===== src/rtl/alu_scheduler.sv =====
// rtl/alu_scheduler.sv - round-robin sequencer sharing one combinational ALU between two requesters
//
// Ports:
//   clk, rst_n                   clock, asynchronous active-low reset
//   req0_* / req1_*              requester ports: valid/ready handshake, operands a/b, ALU ctrl code
//   alu_a, alu_b, alu_ctrl       registered operand/control drive to the ALU
//   alu_result, alu_zero         combinational result from the ALU
//   rsp0_valid, rsp1_valid       one-cycle response pulse to the owning requester
//   rsp_result, rsp_zero, rsp_div0  shared response data, valid with either pulse
//   busy                         high while an operation is executing
module alu_scheduler #(
   parameter int MULDIV_CYCLES = 4
) (
   input  logic        clk,
   input  logic        rst_n,
   input  logic        req0_valid,
   output logic        req0_ready,
   input  logic [31:0] req0_a,
   input  logic [31:0] req0_b,
   input  logic [3:0]  req0_ctrl,
   input  logic        req1_valid,
   output logic        req1_ready,
   input  logic [31:0] req1_a,
   input  logic [31:0] req1_b,
   input  logic [3:0]  req1_ctrl,
   output logic [31:0] alu_a,
   output logic [31:0] alu_b,
   output logic [3:0]  alu_ctrl,
   input  logic [31:0] alu_result,
   input  logic        alu_zero,
   output logic        rsp0_valid,
   output logic        rsp1_valid,
   output logic [31:0] rsp_result,
   output logic        rsp_zero,
   output logic        rsp_div0,
   output logic        busy
);

   localparam logic [3:0] CTRL_MUL = 4'b0101;
   localparam logic [3:0] CTRL_DIV = 4'b1011;
   localparam logic [3:0] CTRL_ADD = 4'b0010;
   localparam logic [3:0] CNT_LOAD = 4'(MULDIV_CYCLES - 1);

   typedef enum logic {IDLE, EXEC} state_t;

   state_t     state;
   logic       last_grant;
   logic       owner;
   logic [3:0] cnt;

   logic        in_idle;
   logic        grant0;
   logic        grant1;
   logic [31:0] sel_a;
   logic [31:0] sel_b;
   logic [3:0]  sel_ctrl;
   logic        div0;

   // rst_n gates ready so no grant is shown while reset is still held.
   assign in_idle = (state == IDLE) && rst_n;

   // On contention the port not granted last wins; a lone requester always wins.
   assign grant0 = in_idle && req0_valid && (!req1_valid || last_grant);
   assign grant1 = in_idle && req1_valid && (!req0_valid || !last_grant);

   assign req0_ready = grant0;
   assign req1_ready = grant1;

   assign sel_a    = grant1 ? req1_a    : req0_a;
   assign sel_b    = grant1 ? req1_b    : req0_b;
   assign sel_ctrl = grant1 ? req1_ctrl : req0_ctrl;

   assign div0 = (alu_ctrl == CTRL_DIV) && (alu_b == 32'd0);

   always_ff @(posedge clk or negedge rst_n) begin
      if (!rst_n) begin
         state      <= IDLE;
         last_grant <= 1'b1;
         owner      <= 1'b0;
         cnt        <= 4'd0;
         alu_a      <= 32'd0;
         alu_b      <= 32'd0;
         alu_ctrl   <= CTRL_ADD;
         rsp_result <= 32'd0;
         rsp_zero   <= 1'b0;
         rsp_div0   <= 1'b0;
         rsp0_valid <= 1'b0;
         rsp1_valid <= 1'b0;
         busy       <= 1'b0;
      end else begin
         rsp0_valid <= 1'b0;
         rsp1_valid <= 1'b0;
         if (state == IDLE) begin
            if (grant0 || grant1) begin
               alu_a      <= sel_a;
               alu_b      <= sel_b;
               alu_ctrl   <= sel_ctrl;
               owner      <= grant1;
               last_grant <= grant1;
               cnt        <= ((sel_ctrl == CTRL_MUL) || (sel_ctrl == CTRL_DIV)) ? CNT_LOAD : 4'd0;
               busy       <= 1'b1;
               state      <= EXEC;
            end
         end else begin
            if (cnt != 4'd0) begin
               cnt <= cnt - 4'd1;
            end else begin
               // Divide by zero returns all-ones regardless of what the ALU produced.
               rsp_result <= div0 ? 32'hFFFF_FFFF : alu_result;
               rsp_zero   <= div0 ? 1'b0 : alu_zero;
               rsp_div0   <= div0;
               rsp0_valid <= !owner;
               rsp1_valid <= owner;
               busy       <= 1'b0;
               state      <= IDLE;
            end
         end
      end
   end

endmodule


===== config.mk =====
export PLATFORM = sky130hd
export DESIGN_NAME = alu_scheduler
export DESIGN_NICKNAME = d
export VERILOG_FILES = /design/src/rtl/alu_scheduler.sv
export SDC_FILE = /design/constraint.sdc
export NUM_CORES = 1
export LEC_CHECK = 0
export CAP_MARGIN = 15
export CORE_AREA = 2 2 122 124
export CTS_BUF_LIST = sky130_fd_sc_hd__clkbuf_8
export DETAILED_ROUTE_END_ITERATION = 8
export DIE_AREA = 0 0 124 126
export PLACE_DENSITY = 0.77
export SYNTH_ARGS = -nofsm -noshare
export SYNTH_HDL_FRONTEND = slang
export SYNTH_SLANG_ARGS = --single-unit

===== constraint.sdc =====
create_clock -name clk -period 2 [get_ports clk]
set_input_delay 0.4 -clock clk [delete_from_list [all_inputs] [get_ports clk]]
set_output_delay 0.4 -clock clk [all_outputs]
set_load 0.01 [all_outputs]

==> results.txt, run 1 <==
The final routed DRC violation total came out at 0. The die is 124 um wide. The count of standard-cell rows came out at between 40 and 50. The final weighted congestion in routability-driven placement is slightly above 0.8. The worst clock skew on the final layout is roughly 0.011 ns. The worst-case IR drop observed on VDD is roughly 620 uV.

The quantity of I/O buffers inserted on ports is 279. The flow ran to the end, and the final reports show no timing, DRC or antenna violations. Based on the critical path, the design can be clocked at up to between 0.5 and 0.6 GHz.

After synthesis, the cell types taking the most area are sky130_fd_sc_hd__dfrtp_1 (55%), sky130_fd_sc_hd__mux2i_1 (14%), sky130_fd_sc_hd__a21oi_1 (7.2%), sky130_fd_sc_hd__nand2_1 (5.5%), sky130_fd_sc_hd__nor2_1 (5.4%). The initial cell density of the core is 0.351. The worst register-to-register path has a depth of 7.

The setup slack on the worst flop-to-flop path is 0.04 ns. The layout overhead on the synthesized area came out at 68.0%. The hold violation total from the final report is 0. The routed wire length per instance came out at between 15 and 20 um. The headroom to the max-slew limit came out at 0.445. The number of nets handed over by synthesis was slightly below 700. 280 I/O pins were placed.

The number of antenna violations at the first check in global routing came out at 0. The later-pin clock latency in the skew report came out at around 0.37 ns. The final-report setup violation count came out at 0.

The maximum number of pins on one net before global-route repair came out at 67. The share of synthesized area in the top cell type comes to 0.547. The count of nets after finishing is 971.

The worst setup path is of the register to register kind. The arrival time reported for the critical path endpoint is between 2 and 2.5 ns. Dividing total power by cell area gives a power density of between 1000 and 1500 mW/mm2. The total power of the final layout came out at roughly 11000 uW. The share of the core filled with cells came out at 0.590.

The via-per-instance ratio came out at between 4 and 5. The die span in y is about 130 um. Setup repair after global routing could not meet its margin everywhere. Hold is met by around 0.22 ns. The via count of the first global-routing pass came out at roughly 4900. The flip-flop cell with the highest count after synthesis is sky130_fd_sc_hd__dfrtp_1. The number of maximum-capacitance violations came out at 0. The number of design-rule violations left by the first detailed-router iteration came out at roughly 150. Of all cell types, the one taking the most synthesized area is sky130_fd_sc_hd__dfrtp_1. The post-route clock period utilization came out at 0.980. The critical path startpoint category is a register.

The leftover overflow at the end of global routing is 0. Along the worst path, the maximum fanout reaches 9. The count of flip-flops with a built-in enable after synthesis is 0. The number of CTS-inserted buffers is 9. The antenna diode count is 0. After floorplanning, the core was sized to cover approximately 0.014 mm2. The H-tree level count came out at 3. The cell count after synthesis came out at 509. The deepest clock path buffer count came out at 2. The first TritonRoute pass finished after 4 iterations. In this run the static leakage power is 0.00397 uW. The library cells used most frequently in the layout, excluding fill and tap cells, are sky130_fd_sc_hd__clkdlybuf4s50_1 (276), sky130_fd_sc_hd__dfrtp_1 (110), sky130_fd_sc_hd__nand2_1 (74). STA classifies the critical path endpoint as a register. The count of final max-slew check failures is 0. The proportion of synthesized flip-flops having asynchronous set or reset is 1.00. The number of fill cells came out at between 1000 and 1500. In this run the worst hold path is classified as input port to async pin. The clock net in this run drives a total of between 100 and 150 sinks.

The share of the Yosys chip area taken by registers is 0.558. The minimum period implied by the final worst setup slack came out at between 1.5 and 2 ns. The final setup TNS is 0 ns.

Wires add up to 16.1 mm. The floorplan die area came out at roughly 0.016 mm2. Prior to clock tree synthesis, the placed netlist has a worst setup slack of -0.186 ns.

The total via count after detailed routing came out at 4833. The first-pass GRT wire length is approximately 25 mm. The wire-length estimate of the detail-placed layout is around 12 mm. The CTS tree is done. The remaining antenna violation count is 0.

After synthesis, the mean cell area works out to roughly 9.9 um2. The transition time at the pin with the least slew margin came out at around 0.83 ns. The share of layout cells above drive strength 1 came out at 0.0749. For the worst setup path, the data required time is approximately 2.3 ns.

The tree is rooted in a sky130_fd_sc_hd__clkbuf_8. For this run, the number of Yosys warnings is 0. The netlist uses 37 different library cells. The post-route worst setup slack came out at around 0.04 ns. The clock transition at the register clock pins on the worst setup and hold paths after CTS came out at 0.10 ns. The flip-flop and latch count after synthesis came out at about 110. The cell area that synthesis handed to floorplanning was 0.00503 mm2. Leaving out fill and tap cells, the most frequent cell in the layout is sky130_fd_sc_hd__clkdlybuf4s50_1. The global-route usage over all layers is 0.202.
layout make-up:
class | instances | area, um2 | area share
Multi-Input combinational cell | 354 | 2060 | 0.244
Sequential cell | 112 | 2810 | 0.332
Timing Repair Buffer | 314 | 3150 | 0.372
Inverter | 6 | 22.5 | 0.00266
Tap cell | 184 | 230 | 0.0272
Clock buffer | 10 | 138 | 0.0163
Clock inverter | 5 | 48.8 | 0.00577
worst paths after layout:
kind | to | startpoint
max in group asynchronous | alu_b[2] | rst_n
worst max register to register | rsp_zero | cnt[0]
worst min-delay path | state | rst_n
worst max-delay path | rsp_zero | cnt[0]
min in group clk | rsp0_valid | owner
worst min register to register | rsp0_valid | owner
routing by layer:
metal	share of wire	vias up	global-route usage
li1	-	2314	-
met1	0.38	2263	0.236
met2	0.50	223	0.346
met3	0.090	33	0.0593
met4	0.029	0	0.0800
met5	0	-	0
critical path, stage by stage (launching register included):
cell and delay (ns):
sky130_fd_sc_hd__dfrtp_1 0.40, sky130_fd_sc_hd__inv_2 0.07, sky130_fd_sc_hd__ha_1 0.17, sky130_fd_sc_hd__and4bb_2 0.28
sky130_fd_sc_hd__nand4_1 0.12, sky130_fd_sc_hd__or4_4 0.51, sky130_fd_sc_hd__buf_12 0.18, sky130_fd_sc_hd__a21boi_0 0.12
synthesized netlist by cell type (2+ instances only):
| master | instances |
|---|---|
| sky130_fd_sc_hd__dfrtp_1 | 110 |
| sky130_fd_sc_hd__nand2_1 | 74 |
| sky130_fd_sc_hd__a21oi_1 | 72 |
| sky130_fd_sc_hd__nor2_1 | 72 |
| sky130_fd_sc_hd__mux2i_1 | 68 |
| sky130_fd_sc_hd__nand3_1 | 33 |
| sky130_fd_sc_hd__clkbuf_1 | 21 |
| sky130_fd_sc_hd__buf_2 | 12 |
| sky130_fd_sc_hd__nor4_1 | 7 |
| sky130_fd_sc_hd__inv_1 | 6 |
| sky130_fd_sc_hd__buf_6 | 3 |
| sky130_fd_sc_hd__dfstp_2 | 2 |
| sky130_fd_sc_hd__nand2b_1 | 2 |
| sky130_fd_sc_hd__nand4_1 | 2 |
| sky130_fd_sc_hd__nand4b_1 | 2 |
| sky130_fd_sc_hd__o21ai_0 | 2 |
where the power goes:
part,leakage [uW],switching (uW),total (uW),internal (uW)
sequential,0.00129,717,4080,3370
clock,0.000103,737,1330,597
combinational,0.00258,2510,5590,3080
repair_timing:
action | 4_1_cts | 5_1_grt
buffers inserted | 1 | 1
cloned | 0 | 2
hold buffers | 0 | 0
pin swaps | 2 | 3
resized for setup | 4 | 3
endpoints found under the setup margin | 36 | 34
state kept, by name, summed over array words and instances (netlist names):
name and flops:
alu_a 32, alu_b 32, rsp_result 32, alu_ctrl 4, cnt 4, busy 1, last_grant 1, owner 1
rsp0_valid 1, rsp1_valid 1, rsp_div0 1, rsp_zero 1, state 1
through the flow:
stage / cell area [um2] / cells
final: 8450 / 985
after global routing: 8450 / 985
after CTS: 8380 / 982
after detailed placement: 8190 / 966
after global placement: 8190 / 966
after floorplan: 5030 / 509
cells by family (layout without fill, tap and decap cells):
logic type | count (synthesis) | after routing | synth area share
mux | 68 | 68 | 0.135
fa+ha+maj | 1 | 1 | 0.00249
buf+inv | 43 | 335 | 0.0403
simple gates | 202 | 202 | 0.176
compound gates | 83 | 83 | 0.0880
flops | 112 | 112 | 0.558
No activity file was read; power rests on OpenSTA's default activity.
==> run 2: changes to the inputs <==
--- a/config.mk
+++ b/config.mk
@@ -6,10 +6,11 @@
 export NUM_CORES = 1
 export LEC_CHECK = 0
 export CAP_MARGIN = 15
-export CORE_AREA = 2 2 122 124
+export CORE_AREA = 4 4 124 126
 export CTS_BUF_LIST = sky130_fd_sc_hd__clkbuf_8
+export CTS_CLUSTER_SIZE = 40
 export DETAILED_ROUTE_END_ITERATION = 8
-export DIE_AREA = 0 0 124 126
+export DIE_AREA = 0 0 128 130
 export PLACE_DENSITY = 0.77
 export SYNTH_ARGS = -nofsm -noshare
 export SYNTH_HDL_FRONTEND = slang
==> run 2 against run 1 <==
Effect of this change:
- non-clock buffer count down 2
- die area up 6.5%
- via count up 0.14%
- clock power down 7%
- clock-buffer cell count down 1
- largest power group unchanged
==> results.txt, run 2 (same netlist as run 1, synthesis figures left out) <==
Port buffering added 279 buffers. The internal power came out at between 6000 and 7000 uW. The minimum period implied by the final worst setup slack came out at between 1.5 and 2 ns. Of the total power, the clock network draws 0.112. The final-report setup violation count came out at 0. The first detailed-routing pass took 4 iterations. The worst setup path is of the register to register kind. The analysis attributes to cell leakage a power of 0.00404 uW.

The finished layout cell area came out at between 0.008 and 0.009 mm2. The worst min-delay path category is input port to async pin. The post-route worst setup slack came out at about 0.0044 ns. The share of layout cells above drive strength 1 is 0.106.

The floorplan die area is about 0.017 mm2. Setup repair after global routing could not meet its margin everywhere. The achievable clock frequency is between 0.5 and 0.6 GHz. The critical path data required time is 2.28 ns. The count of nets after finishing is 969. TritonCTS built the clock tree. The worst clock skew on the final layout came out at around 0.012 ns.

The H-tree was split into 3 levels. The maximum number of pins on one net before global-route repair came out at 66. For this run, the total global-route usage over all layers was measured as 0.188. The count of standard-cell rows came out at 44.

Along the worst path, the maximum fanout reaches 5. The routed wire length per instance came out at 16.7 um. The area of placed instances is 0.00816 mm2. The arrival time reported for the critical path endpoint came out at about 2.3 ns. The run finished with clean final reports. The number of maximum-capacitance violations came out at 0. The leftover overflow at the end of global routing is 0. The final wirelength is around 16 mm.

For the pin with the worst max-slew slack, the measured transition is about 0.8 ns. The setup check on the worst reg-to-reg path leaves a slack of 0.004 ns. Leaving out fill and tap cells, the most frequent cell in the layout is sky130_fd_sc_hd__clkdlybuf4s50_1. The total core area came out at between 0.01 and 0.015 mm2. The total via count after detailed routing is 4840. Dividing total power by cell area gives a power density of between 1000 and 1500 mW/mm2. Of the total power, the share spent switching nets is 0.371.

The sum of net half-perimeters after detailed placement is 12.4 mm. At the end of the flow the core is filled with cells to 0.599. The I/O pin count is between 200 and 300. The via count of the first global-routing pass is about 5000. The headroom to the max-slew limit came out at 0.452. The final routed DRC violation total came out at 0. The later-pin clock latency in the skew report came out at between 0.3 and 0.4 ns. The worst setup path is captured at a register. The hold violation total from the final report came out at 0.

In the final layout, the registers with the most flip-flops are alu_a x32, alu_b x32, rsp_result x32. The combinational group share of total power came out at 0.518. The deepest clock path buffer count is 2. The number of design-rule violations left by the first detailed-router iteration is between 100 and 150. The buffer cell driving the clock tree root is sky130_fd_sc_hd__clkbuf_8. The number of antenna violations at the first check in global routing is 0. The count of final max-slew check failures came out at 0. From synthesis to final layout, the design area changed by 70.4%. The first-pass GRT wire length is roughly 25 mm. The clock transition at the register clock pins on the worst setup and hold paths after CTS is about 0.11 ns. Of the total power, registers draw 0.371. The die span in y is between 100 and 150 um. Summed over all nets, the switching power comes to just over 4000 uW.

The critical path startpoint category is a register. Dividing the detail-routed via count by the number of cells gives ~5. The initial cell density of the core is 0.351.

For this design, the sink count on the clock tree is 112. The number of CTS-inserted buffers is 9. The remaining antenna violation count is 0. The antenna diode count came out at 0. The post-route clock period utilization is 0.998.

The number of fill cells is 1193. The maximum vdd ir drop came out at between 500 and 600 uV. The library cells used most frequently in the layout, excluding fill and tap cells, are sky130_fd_sc_hd__clkdlybuf4s50_1 (276), sky130_fd_sc_hd__dfrtp_1 (109), sky130_fd_sc_hd__nand2_1 (74). At the end of routability-driven placement, the weighted congestion stood at around 0.89. The width of the chip is about 130 um.

The worst setup timing slack at the placement stage is -0.169 ns.
## run 2: changes by cell type in the layout (fill, tap and decap cells not counted), moves of 2 or more
cell and delta:
sky130_fd_sc_hd__clkinvlp_4 +2, sky130_fd_sc_hd__buf_4 -4, sky130_fd_sc_hd__nand3_2 +18, sky130_fd_sc_hd__inv_1 -2
sky130_fd_sc_hd__nand3_1 -18, sky130_fd_sc_hd__dlygate4sd2_1 -2, sky130_fd_sc_hd__clkbuf_2 +2, sky130_fd_sc_hd__nor4_1 -2
## run 2: final timing paths
check / from / endpoint / cells after the start
max in group asynchronous: rst_n / alu_b[2] / 3
worst min register to register: owner / rsp0_valid / 1
worst min-delay path: rst_n / rsp_div0 / 2
worst max register to register: cnt[1] / rsp_zero / 7
min in group clk: owner / rsp0_valid / 1
worst max-delay path: cnt[1] / rsp_zero / 7
## run 2: worst max-delay path: stages (launching register included)
cell and delay (ns):
sky130_fd_sc_hd__dfrtp_1 0.40, sky130_fd_sc_hd__inv_2 0.08, sky130_fd_sc_hd__ha_4 0.13, sky130_fd_sc_hd__and4bb_1 0.23
sky130_fd_sc_hd__nand4_1 0.11, sky130_fd_sc_hd__or4_4 0.65, sky130_fd_sc_hd__buf_12 0.18, sky130_fd_sc_hd__a21boi_1 0.12
## run 2: power by group through the flow
stage | Combinational (uW) | Clock, uW | Sequential, uW
after global placement | 5430 | 0 | 4050
after CTS | 5650 | 1290 | 4090
after floorplan | 1870 | 0 | 4500
after global routing | 6250 | 1370 | 4260
final | 5760 | 1240 | 4120
after detailed placement | 5600 | 0 | 4100
## run 2: what timing repair did
action,in CTS,in global routing
gates cloned,1,2
buffers inserted,1,3
gates resized for setup,9,29
setup endpoints to repair,36,27
hold buffers,0,0
pin swaps,1,2
## run 2: cell type report
class / count / area [um2] / area share
Timing Repair Buffer: 312 / 3160 / 0.368
Clock buffer: 9 / 124 / 0.0144
Sequential cell: 112 / 2810 / 0.327
Inverter: 6 / 22.5 / 0.00263
Clock inverter: 7 / 47.5 / 0.00555
Multi-Input combinational cell: 354 / 2190 / 0.255
Tap cell: 184 / 230 / 0.0268
## run 2: layer usage
metal,global-route usage,share of wire,vias up
met1,0.224,0.38,2293
met5,0,0,-
met2,0.328,0.51,210
met4,0.0543,0.018,0
met3,0.0614,0.091,18
li1,-,-,2319
## run 2: stage by stage
step	cells	hold slack (ns)	setup TNS, ns	power, uW
after floorplan	509	0.104	0	6380
after global placement	961	0.413	-1.43	9490
after detailed placement	961	0.418	-1.60	9700
after CTS	979	0.125	0	11000
after global routing	984	0.171	-0.373	11900
final	984	0.115	0	11100
==> run 3: changes to the inputs <==
--- a/config.mk
+++ b/config.mk
@@ -6,12 +6,12 @@
 export NUM_CORES = 1
 export LEC_CHECK = 0
 export CAP_MARGIN = 15
-export CORE_AREA = 4 4 124 126
+export CORE_AREA = 4 4 118 120
 export CTS_BUF_LIST = sky130_fd_sc_hd__clkbuf_8
 export CTS_CLUSTER_SIZE = 40
 export DETAILED_ROUTE_END_ITERATION = 8
-export DIE_AREA = 0 0 128 130
-export PLACE_DENSITY = 0.77
+export DIE_AREA = 0 0 122 124
+export PLACE_DENSITY = 0.81
 export SYNTH_ARGS = -nofsm -noshare
 export SYNTH_HDL_FRONTEND = slang
 export SYNTH_SLANG_ARGS = --single-unit
==> constraint.sdc (replaced) <==
create_clock -name clk -period 2.07 [get_ports clk]
set_input_delay 0.414 -clock clk [delete_from_list [all_inputs] [get_ports clk]]
set_output_delay 0.414 -clock clk [all_outputs]
set_load 0.01 [all_outputs]
==> run 3 against run 2 <==
Effect of this change:
- largest power group unchanged
- highest routed layer unchanged
- sequential cell count stayed put
- first-iteration DRC count is 43% higher
- core utilization is 4.6 points higher
==> results.txt, run 3 (same netlist as run 1, synthesis figures left out) <==
The via-per-instance ratio came out at ~4.9. Final hold analysis gives a worst-case slack of 0.275 ns. The capture instance of the worst register-to-register path is rsp_result[24]. The floorplan die area came out at approximately 0.015 mm2. The startpoint identified for the worst register-to-register timing path is cnt[0]. The clock transition at the register clock pins on the worst setup and hold paths after CTS is roughly 0.10 ns. For the pin with the worst max-slew slack, the measured transition is about 0.9 ns. The first-pass iteration count of the detailed router is 4. The run finished with clean final reports.

The post-route worst setup slack is 0.138 ns. The final-report setup violation count is 0. The initial cell density of the core is 0.388.

Routability-driven placement finished with a final weighted congestion of approximately 0.78. The count of standard-cell rows came out at between 40 and 50. The hold violation total from the final report was 0. Across the run, the number of max-cap violations was 0.

The power dissipated by switching net loads is 3770 uW. Setup repair after global routing left no endpoint under its margin. The library cell used most frequently in the layout, excluding fill and tap cells, is sky130_fd_sc_hd__clkdlybuf4s50_1. The repair_antennas step left the layout with diodes totalling 0. The achievable clock frequency came out at 0.518 GHz. The layout overhead on the synthesized area came out at 66.4%. The worst setup path is launched from a register. The number of design-rule violations left by the first detailed-router iteration came out at 210. The total number of clock tree sinks came out at approximately 110. The worst setup timing slack at the placement stage is -0.0664 ns. The first-pass GRT wire length is 24.3 mm.

The die span in y came out at about 120 um. The critical path is of the register to register type. The internal power is 6780 uW. Across the VDD grid, the largest voltage drop is approximately 750 uV. The worst clock skew on the final layout is 0.00858 ns.

The share of total power dissipated in the clock network is 0.125. The share of total power dissipated in sequential elements is 0.375. In the layout the commonest cells are sky130_fd_sc_hd__clkdlybuf4s50_1 (276), sky130_fd_sc_hd__dfrtp_1 (109), sky130_fd_sc_hd__nand2_1 (74).

The number of CTS-inserted buffers is 9. The routed wire length per instance came out at between 15 and 20 um. The later-pin clock latency in the skew report is between 0.3 and 0.4 ns. The number of placed instances, taps included is between 900 and 1000.

The H-tree was split into 3 levels. The leftover overflow at the end of global routing is 0. The share of total power dissipated in combinational logic is 0.500. The global-route usage over all layers is 0.204. The width of the chip is about 120 um. The static leakage power is between 0.003 and 0.004 uW. The headroom to the max-slew limit is 0.415. In this run the register-to-register setup slack is 0.14 ns.

The final wirelength came out at ~16 mm. The critical path data required time came out at between 2 and 2.5 ns. The share of layout cells above drive strength 1 is 0.0631. The minimum period implied by the final worst setup slack is just under 2 ns.

The quantity of I/O buffers inserted on ports is 279. The via count of the first global-routing pass came to ~4800. The count of final max-slew check failures is 0. The worst min-delay path category is input port to async pin. The number of hold buffers added after CTS came out at 0. TritonCTS built the clock tree.

The post-route clock period utilization is 0.933. The maximum fanout encountered on the critical timing path came out at 24. The total area inside the core boundary comes to around 0.013 mm2. At the worst endpoint, the arrival time is about 2.2 ns.

The count of nets after finishing came out at 962. The switching share of power came out at 0.358. The sum of net half-perimeters after detailed placement is 12.6 mm. The deepest clock path buffer count came out at 2. The total power of the final layout came out at around 11000 uW. The maximum number of pins on one net before global-route repair is 70. The number of antenna violations at the first check in global routing is 0. The root buffer cell chosen for the clock tree is sky130_fd_sc_hd__clkbuf_8. The remaining antenna violation count came out at 0. The endpoint class of the critical path is a register. In the final layout, the registers with the most flip-flops are alu_a x32, alu_b x32, rsp_result x32.

For the final routed database, the setup TNS stands at 0 ns. The worst-case reg-to-reg path depth came out at 7. The non-filler instance count after layout came out at between 900 and 1000. The I/O pin count is 280. The power per cell area came out at about 1300 mW/mm2. In the routed design, unresolved DRC markers number 0. The final route contains ~4800 vias.
==> run 3: cell types whose count changed in the layout (fill, tap and decap cells not counted), sizes merged <==
cell / previous run / this run
clkinvlp: 2 / 0
inv: 7 / 8
dlygate4sd2: 0 / 2
buf: 32 / 27
bufinv: 0 / 1
clkbuf: 13 / 11
clkinv: 4 / 2
==> run 3: worst max-delay path, stage by stage, from the launching register on <==
cell	delay [ns]
sky130_fd_sc_hd__dfrtp_1	0.39
sky130_fd_sc_hd__inv_1	0.08
sky130_fd_sc_hd__ha_1	0.15
sky130_fd_sc_hd__and4bb_1	0.26
sky130_fd_sc_hd__nand4_1	0.12
sky130_fd_sc_hd__or4_4	0.61
sky130_fd_sc_hd__buf_12	0.18
sky130_fd_sc_hd__nand3_1	0.08
==> run 3: power by group through the flow <==
| stage | clock network, uW | registers (uW) | logic, uW |
|---|---|---|---|
| floorplan | 0 | 4350 | 1810 |
| global placement | 0 | 3930 | 5170 |
| detailed placement | 0 | 3980 | 5310 |
| CTS | 1370 | 3950 | 5360 |
| global route | 1450 | 4110 | 5760 |
| finish | 1320 | 3960 | 5270 |
==> run 3: through the flow <==
stage / util / cell area [um2]
after global routing: 0.645 / 8370
after floorplan: - / 5030
after global placement: 0.627 / 8140
after CTS: 0.644 / 8360
final: 0.645 / 8370
after detailed placement: 0.627 / 8140
==> run 3: layer usage <==
layer	GRT usage	routed length [um]	up-vias
met5	0	0	-
met1	0.234	6110	2248
met4	0.0714	328	0
met3	0.0727	1470	29
li1	-	-	2301
met2	0.353	8080	194
==> run 3: worst max path at each step <==
stage | start | slack, ns | to
3_5_place_dp | req0_valid | -0.07 | req0_ready
5_1_grt | cnt[1] | 0.04 | rsp_result[30]
4_1_cts | cnt[0] | 0.04 | rsp_result[24]
6_report | cnt[0] | 0.14 | rsp_result[24]
3_3_place_gp | req0_valid | -0.04 | req0_ready
2_1_floorplan | cnt[0] | 0.14 | rsp_result[24]
==> run 3: cell type report <==
type | instances | area, um2
timing repair buffer | 305 | 3060
clock inverter | 5 | 47.5
multi-input combinational | 354 | 2060
clock buffer | 11 | 151
fill | 1039 | 4610
inverter | 6 | 22.5
tap | 176 | 220
sequential | 112 | 2810
==> run 3: timing repair <==
item	in CTS	in global routing
setup endpoints to repair	2	32
gates resized for setup	6	2
buffers inserted	1	0
==> patch, RTL diff (config.mk and constraints of run 1) <==
Make the reset (`rst_n`) synchronous in one clocked block. Comments in the files are not updated.
--- a/src/rtl/alu_scheduler.sv
+++ b/src/rtl/alu_scheduler.sv
@@ -72,7 +72,7 @@
 
    assign div0 = (alu_ctrl == CTRL_DIV) && (alu_b == 32'd0);
 
-   always_ff @(posedge clk or negedge rst_n) begin
+   always_ff @(posedge clk) begin
       if (!rst_n) begin
          state      <= IDLE;
          last_grant <= 1'b1;
Check against the original RTL: differs if rst_n is asserted again (counterexample within 4 cycles, from zero or initial values and one cycle with rst_n low); with rst_n held inactive, the same outputs for 10 cycles.
==> patch against run 1 <==
Cell area fell by 2.8%. Area after synthesis down 1.1%. Worst setup slack gained 0.026 ns. Routed wire length is 2.8% lower. Synthesized cell count decreased by 2.2%. Sequential cell count is the same.
Power is not compared: it rests on default switching activity, and its combinational part moved more than twofold at a synthesized area within 25%.
==> patch: results (changes against run 1) <==
metric,value,unit,change
status,"finished, final reports clean",,unchanged
post-place setup slack,-0.3443,ns,was -0.1859 ns
global-route wire length before repair,23.90,mm,was 24.60 mm
Finished Layout Cells,952,,was 985
global-route usage over all layers,19.47,%,was 20.21%
cts repair resizes,3,,was 4
post-synthesis compound-gate area fraction,18.91,%,was 8.804%
"Top FF cell, synth",dfxtp_1,,was dfrtp_1
post-synthesis cell count,498,,was 509
1st-iter DRT viols,228,,was 149
Mapped Nets,673,,was 683
Post-Synth Adder-Cell Area,0.5030,%,was 0.2487%
DR WL/cell,16.49,um,was 16.39 um
Synth area leaders,"dfxtp_1, mux2i_1, a211oi_1",,"was dfrtp_1, mux2i_1, a21oi_1"
Commonest cells post-synth,"dfxtp_1, nor2_1, mux2i_1",,"was dfrtp_1, nand2_1, a21oi_1, nor2_1, mux2i_1"
Synth cell types,44,,was 37
layout cells sized above 1,7.943,%,was 7.491%
Hold/Removal Path Class,reg -> reg,,was in -> async
root buf cell,clkbuf_8,,unchanged
clock network power,1410,uW,
CP Launch Point,rst_n,,was cnt[0]
multiplexer share of the synthesized area,13.91,%,was 13.53%
Detail Placement HPWL,11.53,mm,was 12.17 mm
Post-Synth XOR/XNOR Area,0.1761,%,was 0%
vias in the first global route,4807,,"was 4,934"
actual slew at the worst max-slew pin,0.6343,ns,was 0.8328 ns
top-count cell post-synth,dfxtp_1,,was dfrtp_1
register area share after synthesis,45.07,%,was 55.76%
dpl cells,936,,was 966
Via-to-Cell Ratio,5.072,,was 4.907
Post-DP Area,7981,um^2,was 8187 um^2
Post-CTS Setup Inserts,0,,was 1
I/O Buffers,279,,unchanged
RR Startpoint,cnt[0],,unchanged
Worst Path Max Fanout,3,,was 9
Synth async-reset ratio,0,%,was 100.0%
pin count of the biggest net entering global routing,77,,was 67
-- patch: cell types whose count changed in the layout (fill, tap and decap cells not counted), moves of 14 or more --
| cell | run 1 | this run |
|---|---|---|
| nand3_1 | 32 | 5 |
| o311a_1 | 0 | 20 |
| buf_4 | 29 | 15 |
| dfrtp_1 | 110 | 0 |
| nand2_1 | 74 | 6 |
| nand2b_1 | 2 | 34 |
| dfxtp_1 | 0 | 112 |
| a211oi_1 | 0 | 67 |
| a21oi_1 | 72 | 3 |
-- patch: logic make-up (layout without fill, tap and decap cells) --
logic type / count (synthesis) / in the layout
buffers and inverters: 51 / 321
AOI/OAI and AO/OA: 115 / 115
xor gates and xnor gates: 1 / 1
muxes: 69 / 69
adders and majority gates: 2 / 2
DFF: 112 / 112
and+or+nand+nor: 148 / 148
-- patch: cell type report --
class / count / area, um^2
Clock buffer: 12 / 165.2
Clock inverter: 3 / 41.29
Fill cell: 1193 / 6097
Inverter: 5 / 18.77
Multi-Input combinational cell: 335 / 2466
Sequential cell: 112 / 2242
Tap cell: 184 / 230.2
Timing Repair Buffer: 301 / 3053
-- patch: path summary, 6_finish.rpt --
kind / cells past startpoint / endpoint / slack [ns]
hold reg to reg: 1 / rsp0_valid / 0.44
setup / recovery: 5 / req1_ready / 0.07
hold / removal: 1 / rsp0_valid / 0.44
setup reg to reg: 6 / rsp_result[23] / 0.21
-- patch: critical path, stage by stage --
cell and delay [ns]:
clkdlybuf4s50_1 0.51, and3b_2 0.27, nand2_8 0.06, inv_1 0.06, clkdlybuf4s15_1 0.24
-- patch: layer usage --
layer,wire length (um),GRT usage (%)
met1,6017,20.51
met2,7774,34.91
met3,1556,6.748
met4,348,7.931
met5,0,0
